[config.mk]
export PLATFORM = sky130hd
export DESIGN_NAME = ps2_port_receiver_flat
export DESIGN_NICKNAME = d
export VERILOG_FILES = /design/src/rtl/ps2_pkg.sv /design/src/rtl/ps2_port_receiver_if.sv /design/src/rtl/ps2_line_filter.sv /design/src/rtl/ps2_port_receiver.sv /design/src/flat_wrapper.sv
export SDC_FILE = /design/constraint.sdc
export NUM_CORES = 1
export LEC_CHECK = 0
export ABC_AREA = 0
export CAP_MARGIN = 5
export CORE_ASPECT_RATIO = 0.5
export CORE_MARGIN = 2
export CORE_UTILIZATION = 40
export CTS_CLUSTER_SIZE = 40
export DETAILED_ROUTE_END_ITERATION = 10
export PLACE_DENSITY = 0.65
export SYNTH_ARGS = -nofsm -noshare
export SYNTH_HDL_FRONTEND = slang
export SYNTH_HIERARCHICAL = 1
export SYNTH_SLANG_ARGS = --single-unit
[constraint.sdc]
create_clock -name clk -period 2.8 [get_ports clk]
set_input_delay 0.84 -clock clk [delete_from_list [all_inputs] [get_ports clk]]
set_output_delay 0.84 -clock clk [all_outputs]
set_load 0.02 [all_outputs]
[src/rtl/ps2_pkg.sv]
// Shared types and constants for the PS/2 device-to-host receiver.
package ps2_pkg;

    typedef enum logic [1:0] {
        ST_IDLE   = 2'd0,
        ST_DATA   = 2'd1,
        ST_PARITY = 2'd2,
        ST_STOP   = 2'd3
    } ps2_state_t;

    localparam logic [7:0] PS2_EXT        = 8'hE0;
    localparam logic [7:0] PS2_REL        = 8'hF0;
    localparam int         PS2_FRAME_BITS = 11;

    // A good frame carries an odd number of ones across data plus parity.
    function automatic logic ps2_parity_ok(input logic [7:0] data, input logic par);
        return ^{data, par};
    endfunction

endpackage

[src/rtl/ps2_port_receiver_if.sv]
// PS/2 pin inputs and decoded key-event outputs between the pins and the matrix mapper.
interface ps2_port_receiver_if;
    logic       clkps2;
    logic       dataps2;
    logic [7:0] code;
    logic       extended;
    logic       released;
    logic       strobe;
    logic       frame_error;

    modport master (
        output clkps2, dataps2,
        input  code, extended, released, strobe, frame_error
    );

    modport slave (
        input  clkps2, dataps2,
        output code, extended, released, strobe, frame_error
    );
endinterface

[src/rtl/ps2_line_filter.sv]
// 2-flop synchroniser plus run-length filter for one PS/2 pin; idles high.
// Output follows the pin 2 + FILTER_LEN cycles after a stable change; no backpressure.
module ps2_line_filter #(
    parameter int FILTER_LEN = 4
) (
    input  logic clk,
    input  logic reset,
    input  logic i_pin,
    output logic o_line
);

    localparam int CW = (FILTER_LEN > 1) ? $clog2(FILTER_LEN) : 1;

    logic [1:0]    r_sync;
    logic [CW-1:0] r_cnt;
    logic          r_line;

    always_ff @(posedge clk or negedge reset) begin
        if (!reset) begin
            r_sync <= 2'b11;
            r_cnt  <= '0;
            r_line <= 1'b1;
        end else begin
            r_sync <= {r_sync[0], i_pin};
            if (r_sync[1] == r_line) begin
                r_cnt <= '0;
            end else if (r_cnt == CW'(FILTER_LEN - 1)) begin
                r_line <= r_sync[1];
                r_cnt  <= '0;
            end else begin
                r_cnt <= r_cnt + CW'(1);
            end
        end
    end

    assign o_line = r_line;

endmodule

[src/rtl/ps2_port_receiver.sv]
// PS/2 frame deserialiser with E0/F0 prefix folding; strobe/frame_error one cycle after the stop-bit fall.
// No backpressure: the consumer must take every strobe in its cycle.
module ps2_port_receiver
    import ps2_pkg::*;
#(
    parameter int FILTER_LEN     = 4,
    parameter int TIMEOUT_CYCLES = 2048
) (
    input  logic                 clk,
    input  logic                 reset,
    ps2_port_receiver_if.slave   bus
);

    localparam int TW = $clog2(TIMEOUT_CYCLES);

    logic w_clk_f, w_d, w_fall, w_timeout, w_good, w_bad;
    ps2_state_t r_state, w_state_nxt;

    logic          r_clk_prev;
    logic [2:0]    r_bitcnt;
    logic [7:0]    r_shreg;
    logic          r_parity;
    logic [TW-1:0] r_tcnt;
    logic          r_pend_ext, r_pend_rel;
    logic [7:0]    r_code;
    logic          r_ext, r_rel, r_strobe, r_ferr;

    ps2_line_filter #(.FILTER_LEN(FILTER_LEN)) u_clk_filt (
        .clk(clk), .reset(reset), .i_pin(bus.clkps2), .o_line(w_clk_f)
    );
    ps2_line_filter #(.FILTER_LEN(FILTER_LEN)) u_dat_filt (
        .clk(clk), .reset(reset), .i_pin(bus.dataps2), .o_line(w_d)
    );

    assign w_fall    = r_clk_prev & ~w_clk_f;
    assign w_timeout = (r_state != ST_IDLE) && !w_fall &&
                       (r_tcnt == TW'(TIMEOUT_CYCLES - 1));

    always_ff @(posedge clk or negedge reset) begin
        if (!reset) r_state <= ST_IDLE;
        else        r_state <= w_state_nxt;
    end

    always_comb begin
        w_state_nxt = r_state;
        w_good      = 1'b0;
        w_bad       = 1'b0;
        if (w_timeout) begin
            w_state_nxt = ST_IDLE;
            w_bad       = 1'b1;
        end else if (w_fall) begin
            case (r_state)
                ST_IDLE: begin
                    if (!w_d) w_state_nxt = ST_DATA;
                    else      w_bad       = 1'b1;
                end
                ST_DATA: begin
                    if (r_bitcnt == 3'd7) w_state_nxt = ST_PARITY;
                end
                ST_PARITY: w_state_nxt = ST_STOP;
                ST_STOP: begin
                    w_state_nxt = ST_IDLE;
                    if (w_d && ps2_parity_ok(r_shreg, r_parity)) w_good = 1'b1;
                    else                                          w_bad  = 1'b1;
                end
                default: w_state_nxt = ST_IDLE;
            endcase
        end
    end

    always_ff @(posedge clk or negedge reset) begin
        if (!reset) begin
            r_clk_prev <= 1'b1;
            r_bitcnt   <= '0;
            r_shreg    <= '0;
            r_parity   <= 1'b0;
            r_tcnt     <= '0;
            r_pend_ext <= 1'b0;
            r_pend_rel <= 1'b0;
            r_code     <= '0;
            r_ext      <= 1'b0;
            r_rel      <= 1'b0;
            r_strobe   <= 1'b0;
            r_ferr     <= 1'b0;
        end else begin
            r_clk_prev <= w_clk_f;
            r_strobe   <= 1'b0;
            r_ferr     <= w_bad;

            if (w_fall || r_state == ST_IDLE) r_tcnt <= '0;
            else                              r_tcnt <= r_tcnt + TW'(1);

            if (w_fall) begin
                case (r_state)
                    ST_IDLE:   r_bitcnt <= '0;
                    ST_DATA: begin
                        r_shreg  <= {w_d, r_shreg[7:1]};
                        r_bitcnt <= r_bitcnt + 3'd1;
                    end
                    ST_PARITY: r_parity <= w_d;
                    default: ;
                endcase
            end

            // Prefix bytes only arm flags; any other good byte publishes and consumes them.
            if (w_bad) begin
                r_pend_ext <= 1'b0;
                r_pend_rel <= 1'b0;
            end else if (w_good) begin
                if (r_shreg == PS2_EXT) begin
                    r_pend_ext <= 1'b1;
                end else if (r_shreg == PS2_REL) begin
                    r_pend_rel <= 1'b1;
                end else begin
                    r_code     <= r_shreg;
                    r_ext      <= r_pend_ext;
                    r_rel      <= r_pend_rel;
                    r_strobe   <= 1'b1;
                    r_pend_ext <= 1'b0;
                    r_pend_rel <= 1'b0;
                end
            end
        end
    end

    assign bus.code        = r_code;
    assign bus.extended    = r_ext;
    assign bus.released    = r_rel;
    assign bus.strobe      = r_strobe;
    assign bus.frame_error = r_ferr;

endmodule

[src/flat_wrapper.sv]
// flat-port wrapper written by rule: the top's interface ports become plain ports
module ps2_port_receiver_flat import ps2_pkg::*;
#(
    parameter int FILTER_LEN     = 4,
    parameter int TIMEOUT_CYCLES = 2048
)
  (clk, reset, bus_clkps2, bus_dataps2, bus_code, bus_extended, bus_released, bus_strobe, bus_frame_error);
  ps2_port_receiver_if bus_i ();
  input  logic clk;
  input  logic reset;
  input wire logic [$bits(bus_i.clkps2)-1:0] bus_clkps2;
  input wire logic [$bits(bus_i.dataps2)-1:0] bus_dataps2;
  output wire logic [$bits(bus_i.code)-1:0] bus_code;
  output wire logic [$bits(bus_i.extended)-1:0] bus_extended;
  output wire logic [$bits(bus_i.released)-1:0] bus_released;
  output wire logic [$bits(bus_i.strobe)-1:0] bus_strobe;
  output wire logic [$bits(bus_i.frame_error)-1:0] bus_frame_error;
  assign bus_i.clkps2 = bus_clkps2;
  assign bus_i.dataps2 = bus_dataps2;
  assign bus_code = bus_i.code;
  assign bus_extended = bus_i.extended;
  assign bus_released = bus_i.released;
  assign bus_strobe = bus_i.strobe;
  assign bus_frame_error = bus_i.frame_error;
  ps2_port_receiver #(.FILTER_LEN(FILTER_LEN), .TIMEOUT_CYCLES(TIMEOUT_CYCLES)) u_core (.clk(clk), .reset(reset), .bus(bus_i));
endmodule
* Word level (Yosys, flattened, before mapping)
Index checks and enable logic that the tools add are counted.
** Storage, ports and cells
- Register bits :: 50
- Bits in latches :: 0
- RAM bits :: 0
- ROM bits :: 0
- Input bits :: 4
- Output and inout port bits :: 12
- Memories kept :: 0
** Operators by class
- Add/subtract/negate cells :: 4
- Multiply operators :: 0
- Divide/modulo/power cells :: 0
- Order comparisons :: 0
- Equal/unequal tests :: 15
- Shifts and indexed selects :: 0
- Mux-type cells :: 32
- Bitwise gates (word level) :: 7
- Reduce and logical (&&, ||, !) cells :: 20
** Operator list (count)
- $mux 1 :: 20
- $eq 8x8->1 const B :: 2
- $mux 2 :: 8
- $reduce_and 2->1 :: 7
- $add 11x1->11 const B :: 1
- $eq 11x11->1 const B :: 1
- $mux 11 :: 1
- $reduce_xor 9->1 :: 1
- $eq 2x2->1 const B :: 4
- $pmux 2 s4 :: 1
- $reduce_bool 2->1 :: 4
- $ne 3x1->1 const B :: 2
- $not 1->1 :: 6
- $pmux 3 s2 :: 1
- $add 2x1->2 const B :: 2
- $reduce_and 4->1 :: 1
- $add 3x1->3 const B :: 1
- $eq 3x3->1 const B :: 1
- $logic_and 1x1->1 :: 3
- $ne 3x2->1 const B :: 1
- $reduce_and 3->1 :: 1
- $eq 1x1->1 :: 2
- $eq 2x1->1 const B :: 1
- $logic_not 2->1 :: 1
- other kinds (5) :: 5

* Depth between registers and ports, before layout
Gate-level depths: netlist of run 1.
- Depth in word-level cells :: 8
- Depth in mapped cells :: 8

* Modules after synthesis
The synthesis of run 1 kept the hierarchy.
** By module, submodules not included
- ps2_port_receiver :: times used 1, cells each 151, area each 1885.6 um^2, seq. area each 1002.2 um^2
- ps2_line_filter :: times used 2, cells each 10, area each 177.7 um^2, seq. area each 128.9 um^2

* Worst setup path before layout of run 1
Ideal clock, no wire load.
- Path type :: register -> register
- Start point :: register u_core.r_shreg[4]
- End point :: register u_core.r_code[1], in the netlist u_core/bus.code[1]
- Library setup time :: 125 ps
- Arrival :: 2084 ps
- Data required time :: 2675 ps
- Path slack :: 591 ps
- Stages on the path, launching flop included :: 8
- Period minus slack after synthesis :: 2209 ps
- Cells stage by stage :: dfrtp_1 > xor2_1 > xnor3_2 > xnor2_4 > a21oi_2 > o311ai_2 > buf_6 > mux2_4
** On the way
- Cells in the longest elaborated chain, start to end :: 8
- Elaborated cells between the ends (all ways) :: 16
- Those cells by class :: 2 x eq/ne; 8 x mux; 3 x bitwise; 3 x reduce/logical
** Ends and longest elaborated chain
- start, declared :: line ps2_port_receiver.sv:21 : logic [7:0] r_shreg;
- start signal, assigned :: line ps2_port_receiver.sv:97 : r_shreg <= {w_d, r_shreg[7:1]};
- $reduce_xor 9->1 :: line ps2_pkg.sv:17 : return ^{data, par};
- $logic_and 1x1->1 :: line ps2_port_receiver.sv:63 : if (w_d && ps2_parity_ok(r_shreg, r_parity)) w_good = 1'b1;
- $mux 1 :: line ps2_port_receiver.sv:63
- $pmux 1 s2 :: line ps2_port_receiver.sv:52 : case (r_state)
- $mux 1 :: line ps2_port_receiver.sv:51 : end else if (w_fall) begin
- $mux 1 :: line ps2_port_receiver.sv:48 : if (w_timeout) begin
- $not 1->1 (no line)
- $reduce_and 4->1 (no line) (*)
- end signal, assigned :: line ps2_port_receiver.sv:115 : r_code <= r_shreg;
- end, declared :: line ps2_port_receiver.sv:25 : logic [7:0] r_code;
Every way passes the cells marked *; elsewhere a longest branch is shown, timed or not.
A chain may end at the register's enable or synchronous reset.

* Worst setup path after layout of run 1
- Start point :: register u_core.r_shreg[4]
- End point :: register u_core.r_code[0], in the netlist u_core/bus.code[0]
The elaborated chain is that of the path after synthesis.

==> results by group, run 1 <==
Status
  • Status: finished clean

GRT
  • Initial antenna violation count: 0
  • First-pass GRT wire length: 6.258 mm
  • Gr usage total: 0.1307
  • Vias in the first global route: 1320
  • Congestion Overflow GR: 0
  • Largest net degree at the start of global routing: 28

Power and ir drop
  • Power Density: 897.7 nW/um^2
  • Int Pwr: 0.001564 W
  • Logic pwr share: 0.346
  • Switch share: 0.3290
  • Clock power share: 0.215
  • Psw: 0.0007668 W
  • LEAKAGE: 1.197 nW
  • Peak VDD IR: 0.3050 mV
  • Sequential share of power: 0.439

Routing
  • DR pass1 iterations: 4
  • First DRT Iteration DRCs: 47
  • DR DRC count: 0
  • Post-route ant nets: 0
  • WL/cell: 12.79 microns
  • DR vias: 1307
  • Vias per inst: 4.914
  • Routed wire length: 3.402 mm

Synth
  • Post-Syn Area: 2241 sq um
  • Async S/R FF share, synth: 1.000
  • Distinct cells, synth: 35
  • Synth Instances: 171
  • Post-synth top area cell: dfrtp_1
  • Syn Area/Cell: 13.10 sq um
  • Post-synthesis sequential area ratio: 0.5623
  • Syn_nets: 185
  • Synth Area in Compound Gates: 0.05751
  • Top cells by area, synth: dfrtp_1 48%, dfstp_2 8.2%, mux2_4 6.0%
  • Area share of the largest cell type after synthesis: 0.4802
  • Post-synth EDFFs: 0
  • Largest family of logic cells by synthesized area: multiplexers
  • Simple-Gate Fraction of Synth Area: 0.1061
  • Most used DFF post-synth: dfrtp_1
  • Yosys Warn Count: 6
  • Synth Area in Adders: 0.05583
  • Mux cell area share after synthesis: 0.1206
  • #FFs+latches synth: 50
  • Post-Synth XOR/XNOR Area: 0.07761

Final layout
  • Register Area: 1260 sq um
  • # fillers: 502
  • Final std cells w/o fill: 266
  • Area delta synth->final: 15.86%
  • Area of the multi-input gates: 935.9 sq um
  • Diode count: 0
  • Final nets: 206
  • Share of layout cells above drive strength 1: 0.2332

Place
  • RePlAce Congestion: 0.8120
  • DP HPWL: 2.395 mm
  • Placed Cells: 258
  • Port Buffers: 15

Worst setup path
  • CP max stage delay: 0.48 ns
  • CP required: 2.98 ns
  • Flop-to-flop setup slack: 0.43 ns
  • Critical Path AT: 2.55 ns
  • Delay-heaviest family, CP: XOR/XNOR gates
  • CP Launch Type: register
  • Endpoint class of the critical path: register
  • WS Path Type: register to register
  • Worst-path cell chain: xor2_1 > xnor3_2 > xnor2_4 > a21oi_2 > o311ai_2 > buf_4 > mux2_2
  • Crit path buffers/inverters: 1
  • CP Max Fanout: 11
  • Highest-delay cell along the critical path: xnor3_2

STA
  • Final Hold Fails: 0
  • Clock Skews: 0.01024 ns
  • Period utilisation layout: 0.8446
  • Setup violators final: 0
  • Fin. max-slew vios: 0
  • RSZ-0062 raised after global routing: false
  • Setup TNS: 0 ns
  • Worst-margin pin slew: 0.5550 ns
  • Post-layout min period: 2.365 ns
  • Slew headroom: 0.6266
  • Max Fclk: 422.8 MHz

Clock tree
  • Post-cts sizing count: 0
  • Post-CTS Hold Buffers: 0
  • Clock-pin slew on the worst setup and hold paths: 0.09 ns
  • CTS buffer count: 5
  • Max clock buf depth: 2
  • CTS H-tree depth: 2
  • CTS tree: done
  • Post-CTS Setup Bufs: 0
  • # clock sinks: 50
  • Root buf cell: clkbuf_8
  • Worst-skew pair later-pin latency: 0.30 ns

Floorplanning
  • Die Span Y: 56.93 microns
  • Die X: 109.9 microns
  • Cell row count: 19
  • CORE AREA: 5444 sq um
  • Top-level port count: 16
  • Die area: 6253 sq um
  • Initial Util: 0.4116

Flow run
  • Max-cap violations: 0

Worst hold path
  • Min-delay worst type: register to register
==> layer usage <==
metal  global-route usage  share of wire  routed length, microns
met1               0.1858           0.50                    1691
met2               0.1902           0.46                    1559
met3              0.03833          0.033                     111
met4              0.04702          0.011                      38
met5                    0              0                       0
==> sequential cells by signal, summed over array words and instances (netlist names), 2 cells and up <==
name	cells
u_core/bus.code	8
u_core/u_dat_filt/r_sync	2
u_core/u_dat_filt/r_cnt	2
u_core/u_clk_filt/r_sync	2
u_core/u_clk_filt/r_cnt	2
u_core/r_state	2
u_core/r_bitcnt	3
u_core/r_tcnt	11
u_core/r_shreg	8
==> synthesized netlist by cell type, types with 4 or more instances <==
| cell | instances |
|---|---|
| xnor2_1 | 11 |
| ha_1 | 10 |
| nor2_1 | 14 |
| dfrtp_1 | 43 |
| a21oi_1 | 4 |
| o21ai_0 | 6 |
| nand2_1 | 8 |
| dfstp_2 | 7 |
| inv_1 | 7 |
| nand3_1 | 5 |
| mux2_2 | 12 |
| mux2_4 | 9 |
==> final cells by class <==
| cell class | count | area share |
|---|---|---|
| Tap cell | 73 | 0.03518 |
| Multi-Input combinational cell | 111 | 0.3605 |
| Clock buffer | 6 | 0.02795 |
| Sequential cell | 50 | 0.4853 |
| Clock inverter | 2 | 0.01446 |
| Timing Repair Buffer | 17 | 0.06651 |
| Inverter | 7 | 0.01012 |
==> through the flow <==
| stage | hold slack, ns | area [sq um] | utilization | power [W] | worst slack [ns] |
|---|---|---|---|---|---|
| 2_1_floorplan | 0.3452 | 2241 | - | 0.001674 | 0.5907 |
| 3_3_place_gp | 0.3459 | 2486 | 0.4567 | 0.001824 | 0.4719 |
| 3_5_place_dp | 0.3473 | 2486 | 0.4567 | 0.001852 | 0.4671 |
| 4_1_cts | 0.3609 | 2596 | 0.4769 | 0.002362 | 0.4221 |
| 5_1_grt | 0.3697 | 2596 | 0.4769 | 0.002501 | 0.3028 |
| 6_report | 0.3588 | 2596 | 0.4769 | 0.002331 | 0.4350 |
==> power by group through the flow <==
stage	logic (W)	clock network (W)	registers (W)
floorplan	0.000645	0	0.00103
global placement	0.000789	0	0.00104
detailed placement	0.000811	0	0.00104
CTS	0.000818	0.000517	0.00103
global route	0.000895	0.000553	0.00105
finish	0.000806	0.000501	0.00102
==> placed cells by master (no fill, tap or decap), types with 2 or more instances in the layout <==
cell             netlist  layout
dfrtp_1               43      43
clkdlybuf4s50_1        0      14
nor2_1                14      14
mux2_2                12      12
xnor2_1               11      11
ha_1                  10      10
mux2_4                 9       9
nand2_1                8       8
inv_1                  7       7
dfstp_2                7       7
o21ai_0                6       6
clkbuf_8               0       5
nand3_1                5       5
a21oi_1                4       4
xor2_1                 3       3
nor2b_1                3       3
a32o_1                 3       3
nand2b_1               2       2
nor3_1                 2       2
and3_1                 2       2
or3_1                  2       2
nor3_2                 2       2
==> worst reg2reg max path, stage by stage, from the launching register on <==
cell,delay [ns]
dfrtp_1,0.46
xor2_1,0.17
xnor3_2,0.48
xnor2_4,0.22
a21oi_2,0.10
o311ai_2,0.21
buf_4,0.26
mux2_2,0.35
==> worst paths after layout <==
check                                             from                          end  cells past startpoint
setup / recovery                     u_core/r_shreg[4]           u_core/bus.code[0]                      7
hold / removal             u_core/u_dat_filt/r_sync[0]  u_core/u_dat_filt/r_sync[1]                      0
setup reg to reg                     u_core/r_shreg[4]           u_core/bus.code[0]                      7
hold reg to reg            u_core/u_dat_filt/r_sync[0]  u_core/u_dat_filt/r_sync[1]                      0
max in group asynchronous                        reset            u_core/r_shreg[0]                      2
min in group asynchronous                        reset           u_core/r_bitcnt[0]                      1
==> cell families after synthesis <==
logic type | after synthesis
compound gates | 18
xor+xnor | 16
fa+ha+maj | 10
buf+inv | 10
flops | 50
mux | 21
simple gates | 46
Power figures use the tool's default switching activity.
==> run 2, diff against run 1 <==
clock period = 2.4 ns   (was 2.8 ns; I/O delays follow)
==> run 2 against run 1 <==
  * Final cell count rose by 2.3%
  * Setup slack got worse by 0.34 ns
  * Via count up 1.8%
  * Core utilization increased by 0.71 points
  * Critical endpoint unchanged
  * Largest power group unchanged
==> results by group, run 2 (synthesis gave the netlist of run 1 again) <==
Status
  • Status: finished clean (unchanged)

STA
  • Setup violators final: 0 (unchanged)
  • Final Hold Fails: 0 (unchanged)
  • Max Fclk: 433.5 MHz (was 422.8 MHz)
  • Hold slack: 0.3588 ns (about the same)
  • Post-layout min period: 2.307 ns (was 2.365 ns)
  • Clock Skews: 0.008598 ns (was 0.01024 ns)
  • Slew headroom: 0.6029 (was 0.6266)
  • Setup TNS: 0 ns (unchanged)
  • Period utilisation layout: 0.9613 (was 0.8446)
  • Fin. max-slew vios: 0 (unchanged)
  • Worst-margin pin slew: 0.5902 ns (was 0.5550 ns)
  • RSZ-0062 raised after global routing: false (unchanged)

Power and ir drop
  • LEAKAGE: 1.228 nW (was 1.197 nW)
  • Power Density: 1021 nW/um^2 (was 897.7 nW/um^2)
  • Peak VDD IR: 0.5086 mV (was 0.3050 mV)

Routing
  • DR vias: 1331 (was 1307)
  • DR DRC count: 0 (unchanged)
  • First DRT Iteration DRCs: 61 (was 47)
  • Vias per inst: 4.893 (was 4.914)
  • DR pass1 iterations: 4 (unchanged)
  • Routed wire length: 3.578 mm (was 3.402 mm)
  • WL/cell: 13.15 microns (was 12.79 microns)
  • Post-route ant nets: 0 (unchanged)

GRT
  • Vias in the first global route: 1376 (was 1320)
  • Gr usage total: 0.1335 (was 0.1307)
  • Initial antenna violation count: 0 (unchanged)
  • Congestion Overflow GR: 0 (unchanged)
  • First-pass GRT wire length: 6.410 mm (was 6.258 mm)
  • Largest net degree at the start of global routing: 29 (was 28)

Place
  • RePlAce Congestion: 0.8022 (was 0.8120)
  • Post-DP Area: 2524 sq um (was 2486 sq um)
  • Placed Cells: 263 (was 258)
  • Port Buffers: 15 (unchanged)
  • DP HPWL: 2.466 mm (was 2.395 mm)

Worst setup path
  • CP required: 2.59 ns (was 2.98 ns)
  • Critical Path AT: 2.49 ns (was 2.55 ns)
  • CP Launch Type: register (unchanged)
  • CP Capture Point: u_core/bus.code[0] (unchanged)
  • WS Path Type: register to register (unchanged)
  • CP Max Fanout: 6 (was 11)
  • Worst R2R Start: u_core/r_shreg[3] (was u_core/r_shreg[4])
  • Worst Reg-to-Reg Cells: 7 (unchanged)
  • Crit path from: u_core/r_shreg[3] (was u_core/r_shreg[4])
  • Critical R2R Capture: u_core/bus.code[0] (unchanged)
  • Endpoint class of the critical path: register (unchanged)
  • Flop-to-flop setup slack: 0.09 ns (was 0.43 ns)

Clock tree
  • CTS buffer count: 5 (unchanged)
  • # clock sinks: 50 (unchanged)
  • Post-CTS Hold Buffers: 0 (unchanged)
  • Worst-skew pair later-pin latency: 0.30 ns (about the same)
  • Root buf cell: clkbuf_8 (unchanged)
  • CTS tree: done (unchanged)
  • CTS H-tree depth: 2 (unchanged)
  • Max clock buf depth: 2 (unchanged)
  • Post-CTS Setup Bufs: 0 (unchanged)
  • Clock-pin slew on the worst setup and hold paths: 0.09 ns (about the same)

Final layout
  • Area delta synth->final: 17.59% (was 15.86%)
  • Fin area: 2635 sq um (was 2596 sq um)
  • Share of layout cells above drive strength 1: 0.2613 (was 0.2332)
  • Final std cells w/o fill: 272 (was 266)
  • Max reg flops: 11 (unchanged)
  • Diode count: 0 (unchanged)
  • Final core occ: 0.4840 (was 0.4769)
  • Most common cell after layout, fill and taps aside: dfrtp_1 (unchanged)
  • Final nets: 212 (was 206)
  • Most frequent cells in the layout: 43 x dfrtp_1, 14 x clkdlybuf4s50_1, 14 x nor2_1 (unchanged)
  • Reg with most FFs: u_core/r_tcnt (unchanged)

Flow run
  • Max-cap violations: 0 (unchanged)

Floorplanning
  • Die X: 109.9 microns (unchanged)
  • Cell row count: 19 (unchanged)
  • Top-level port count: 16 (unchanged)
  • Initial Util: 0.4116 (unchanged)
  • CORE AREA: 5444 sq um (unchanged)
  • Die Span Y: 56.93 microns (unchanged)
  • Die area: 6253 sq um (unchanged)

Worst hold path
  • Min-delay worst type: register to register (unchanged)
## run 2: changes by cell type in the layout (fill, tap and decap cells not counted), sizes merged
cell,previous run,this run
bufinv,1,0
clkinv,0,2
buf,3,9
clkinvlp,1,0
## run 2: per-stage QoR
stage          power, W  setup slack, ns
2_1_floorplan  0.001953           0.1907
3_3_place_gp   0.002175           0.1461
3_5_place_dp   0.002219          0.08667
4_1_cts        0.002699          0.06899
5_1_grt        0.002903         0.002768
6_report       0.002689          0.09293
## run 2: layout make-up
class,count,area [sq um]
Inverter,7,26.28
Multi-Input combinational cell,111,953.4
Tap cell,73,91.34
Timing Repair Buffer,23,221.5
Clock inverter,2,10.01
Fill cell,481,2809
Clock buffer,6,72.57
Sequential cell,50,1260
## run 2: worst max-delay path: stages, from the launching register on
cell and delay [ns]:
dfrtp_1 0.45, xnor2_2 0.21, xnor3_2 0.41, xnor2_4 0.22, a21oi_2 0.11, o311ai_4 0.27, buf_6 0.19, mux2_2 0.33
## run 2: routing by layer
metal  GRT usage  up-vias  share of wire
met5           0        -              0
met4     0.04340        0          0.011
met1      0.1901      661           0.50
met2      0.1989       23           0.45
li1            -      642              -
met3     0.03484        5          0.035
## run 2: what timing repair did
action,4_1_cts,5_1_grt
setup endpoints to repair,0,10
endpoints found under the hold margin,0,0
gates resized for setup,0,5
## run 2: where the power goes
group / internal, W / switching (W) / total [W]
registers: 0.00104 / 0.000148 / 0.00119
clock network: 0.000203 / 0.000264 / 0.000467
logic: 0.000516 / 0.000519 / 0.00103
## run 2: worst min path at each step
stage	endpoint	from	slack [ns]	cells after the start
6_report	u_core/u_dat_filt/r_sync[1]	u_core/u_dat_filt/r_sync[0]	0.36	0
5_1_grt	u_core/u_dat_filt/r_sync[1]	u_core/u_dat_filt/r_sync[0]	0.36	0
4_1_cts	u_core/u_dat_filt/r_sync[1]	u_core/u_dat_filt/r_sync[0]	0.36	0
3_5_place_dp	u_core/u_dat_filt/r_sync[1]	u_core/u_dat_filt/r_sync[0]	0.35	0
3_3_place_gp	u_core/u_dat_filt/r_sync[1]	u_core/u_dat_filt/r_sync[0]	0.35	0
2_1_floorplan	u_core/u_clk_filt/r_sync[1]	u_core/u_clk_filt/r_sync[0]	0.35	0
==> RTL edit, RTL diff (flow settings as in run 2) <==
Reset style: synchronous (`reset`), changed in 3 clocked blocks.
--- a/src/rtl/ps2_line_filter.sv
+++ b/src/rtl/ps2_line_filter.sv
@@ -15,7 +15,7 @@
     logic [CW-1:0] r_cnt;
     logic          r_line;
 
-    always_ff @(posedge clk or negedge reset) begin
+    always_ff @(posedge clk) begin
         if (!reset) begin
             r_sync <= 2'b11;
             r_cnt  <= '0;
--- a/src/rtl/ps2_port_receiver.sv
+++ b/src/rtl/ps2_port_receiver.sv
@@ -36,7 +36,7 @@
     assign w_timeout = (r_state != ST_IDLE) && !w_fall &&
                        (r_tcnt == TW'(TIMEOUT_CYCLES - 1));
 
-    always_ff @(posedge clk or negedge reset) begin
+    always_ff @(posedge clk) begin
         if (!reset) r_state <= ST_IDLE;
         else        r_state <= w_state_nxt;
     end
@@ -68,7 +68,7 @@
         end
     end
 
-    always_ff @(posedge clk or negedge reset) begin
+    always_ff @(posedge clk) begin
         if (!reset) begin
             r_clk_prev <= 1'b1;
             r_bitcnt   <= '0;
Check against the original RTL: differs if reset is asserted again (counterexample within 10 cycles, from zero or initial values and one cycle with reset low); with reset held inactive, the same outputs for 10 cycles.
==> RTL edit against run 2 <==
  * Area after synthesis fell by 5.3%
  * Wire length grew 0.56%
  * Critical endpoint is now u_core/bus.code[2]
  * Cell area decreased by 6.2%
  * Global-route usage increased by 0.36 points
  * Sequential cell count stayed put
  * Worst setup slack better by 100 ps
Power is not compared: it rests on default switching activity, and its combinational part moved more than twofold at a synthesized area within 25%.
==> RTL edit: results (changes against run 2) <==
[outcome]
status=completed

[finish]
seq_share_pct=40.5  ; -7.3 points
seq_area_um2=1000  ; -21%
top_register=u_core/r_tcnt
multi_input_area_share_pct=43.2  ; +7.1 points
nets=256  ; +21%
nNonClkBuffers=19  ; -17%
nFillCells=470  ; -2.3%
nMultiInputCombCells=160  ; +44%
bufAreaShareNonClock_pct=7.80  ; -0.61 points
finalNonFillerCells=314  ; +15%
drive_gt1_share_pct=8.61  ; -18 points
clock_cell_area_share_pct=3.85  ; +0.71 points

[place]
dpl_worst_slack_ps=216  ; +129 ps
dpl_cell_area_um2=2380  ; -5.9%
gp_congestion=0.744  ; -7.2%
dp_hpwl_mm=2.55  ; +3.4%
numPortBuffers=15  ; unchanged

[global_routing]
grtUsageMet1_pct=18.0  ; -1.1 points
grt_pass1_vias=1465  ; +6.5%
grt_use_met2_pct=21.4  ; +1.5 points
grt.met3_usage_pct=4.25  ; +0.77 points
grt_pass1_wl_mm=6.44  ; +0.42%
antenna_found_initial=0  ; unchanged
grt_util_all_layers_pct=13.7  ; +0.36 points

[logic_synthesis]
syn_inst=223  ; +30%
synth_nets=236  ; +28%
async_reset_ff_share_pct=0  ; -100 points
synth_area_leaders=dfxtp_1, nand2_1, mux2i_1
synth_adder_area_share_pct=5.31  ; -0.28 points
synth_compound_area_share_pct=5.78  ; +0.027 points
ys_seq_area_share_pct=47.2  ; -9.1 points
synthMuxAreaShare_pct=6.60  ; -5.5 points
ys.flop_type=dfxtp_1
synth_common_cells=dfxtp_1, nand2_1, nor2_1

[clock_tree]
insertion_delay_ps=300  ; about the same
clkTransAtPathRegs_ps=90  ; about the same
cts_resized=0  ; unchanged

[detailed_routing]
drt-met1-wl_mm=1.90  ; +5.8%
wl_per_cell_um=11.5  ; -13%
drt_iter0_drc=43  ; -30%
drt-pass1-iter-count=4  ; unchanged
vias_per_cell=4.79  ; -2.1%
dr_wl_met2_mm=1.55  ; -4.0%

[power]
power_leakage_nw=0.866

[worst_setup_path]
cp_slowest_cell=xnor3_2
arrival_ps=2430  ; -60 ps
crit_fanout=10  ; +4
critPathMaxStageDelay_ps=470  ; +20 ps

[die]
die_w_um=107  ; -2.6%

[sta]
fin_worst_skew_ps=9.61  ; +1.02 ps
timing.slew.headroom_pct=68.8  ; +8.5 points

RTL edit: changes by cell type after synthesis, moves of 9 or more:
cell	change
a21boi_0	+9
dfxtp_1	+50
dfrtp_1	-43
mux2_2	-12
mux2i_1	+14
nand2_1	+40
mux2_4	-9
RTL edit: path summary, 6_finish.rpt:
check | slack (ps) | endpoint | start | depth (start not counted)
worst max-delay path | 200 | u_core/bus.code[2] | u_core/r_shreg[4] | 6
worst min-delay path | 410 | u_core/u_dat_filt/r_sync[1] | u_core/u_dat_filt/r_sync[0] | 1
worst max register to register | 200 | u_core/bus.code[2] | u_core/r_shreg[4] | 6
worst min register to register | 410 | u_core/u_dat_filt/r_sync[1] | u_core/u_dat_filt/r_sync[0] | 1
RTL edit: power breakdown:
group          internal [mW]  leakage, nW  total [mW]  switching (mW)
Combinational         0.0145        0.415      0.0289          0.0144
Sequential             0.833        0.404       0.834         0.00161
Clock                  0.232       0.0472       0.502           0.270
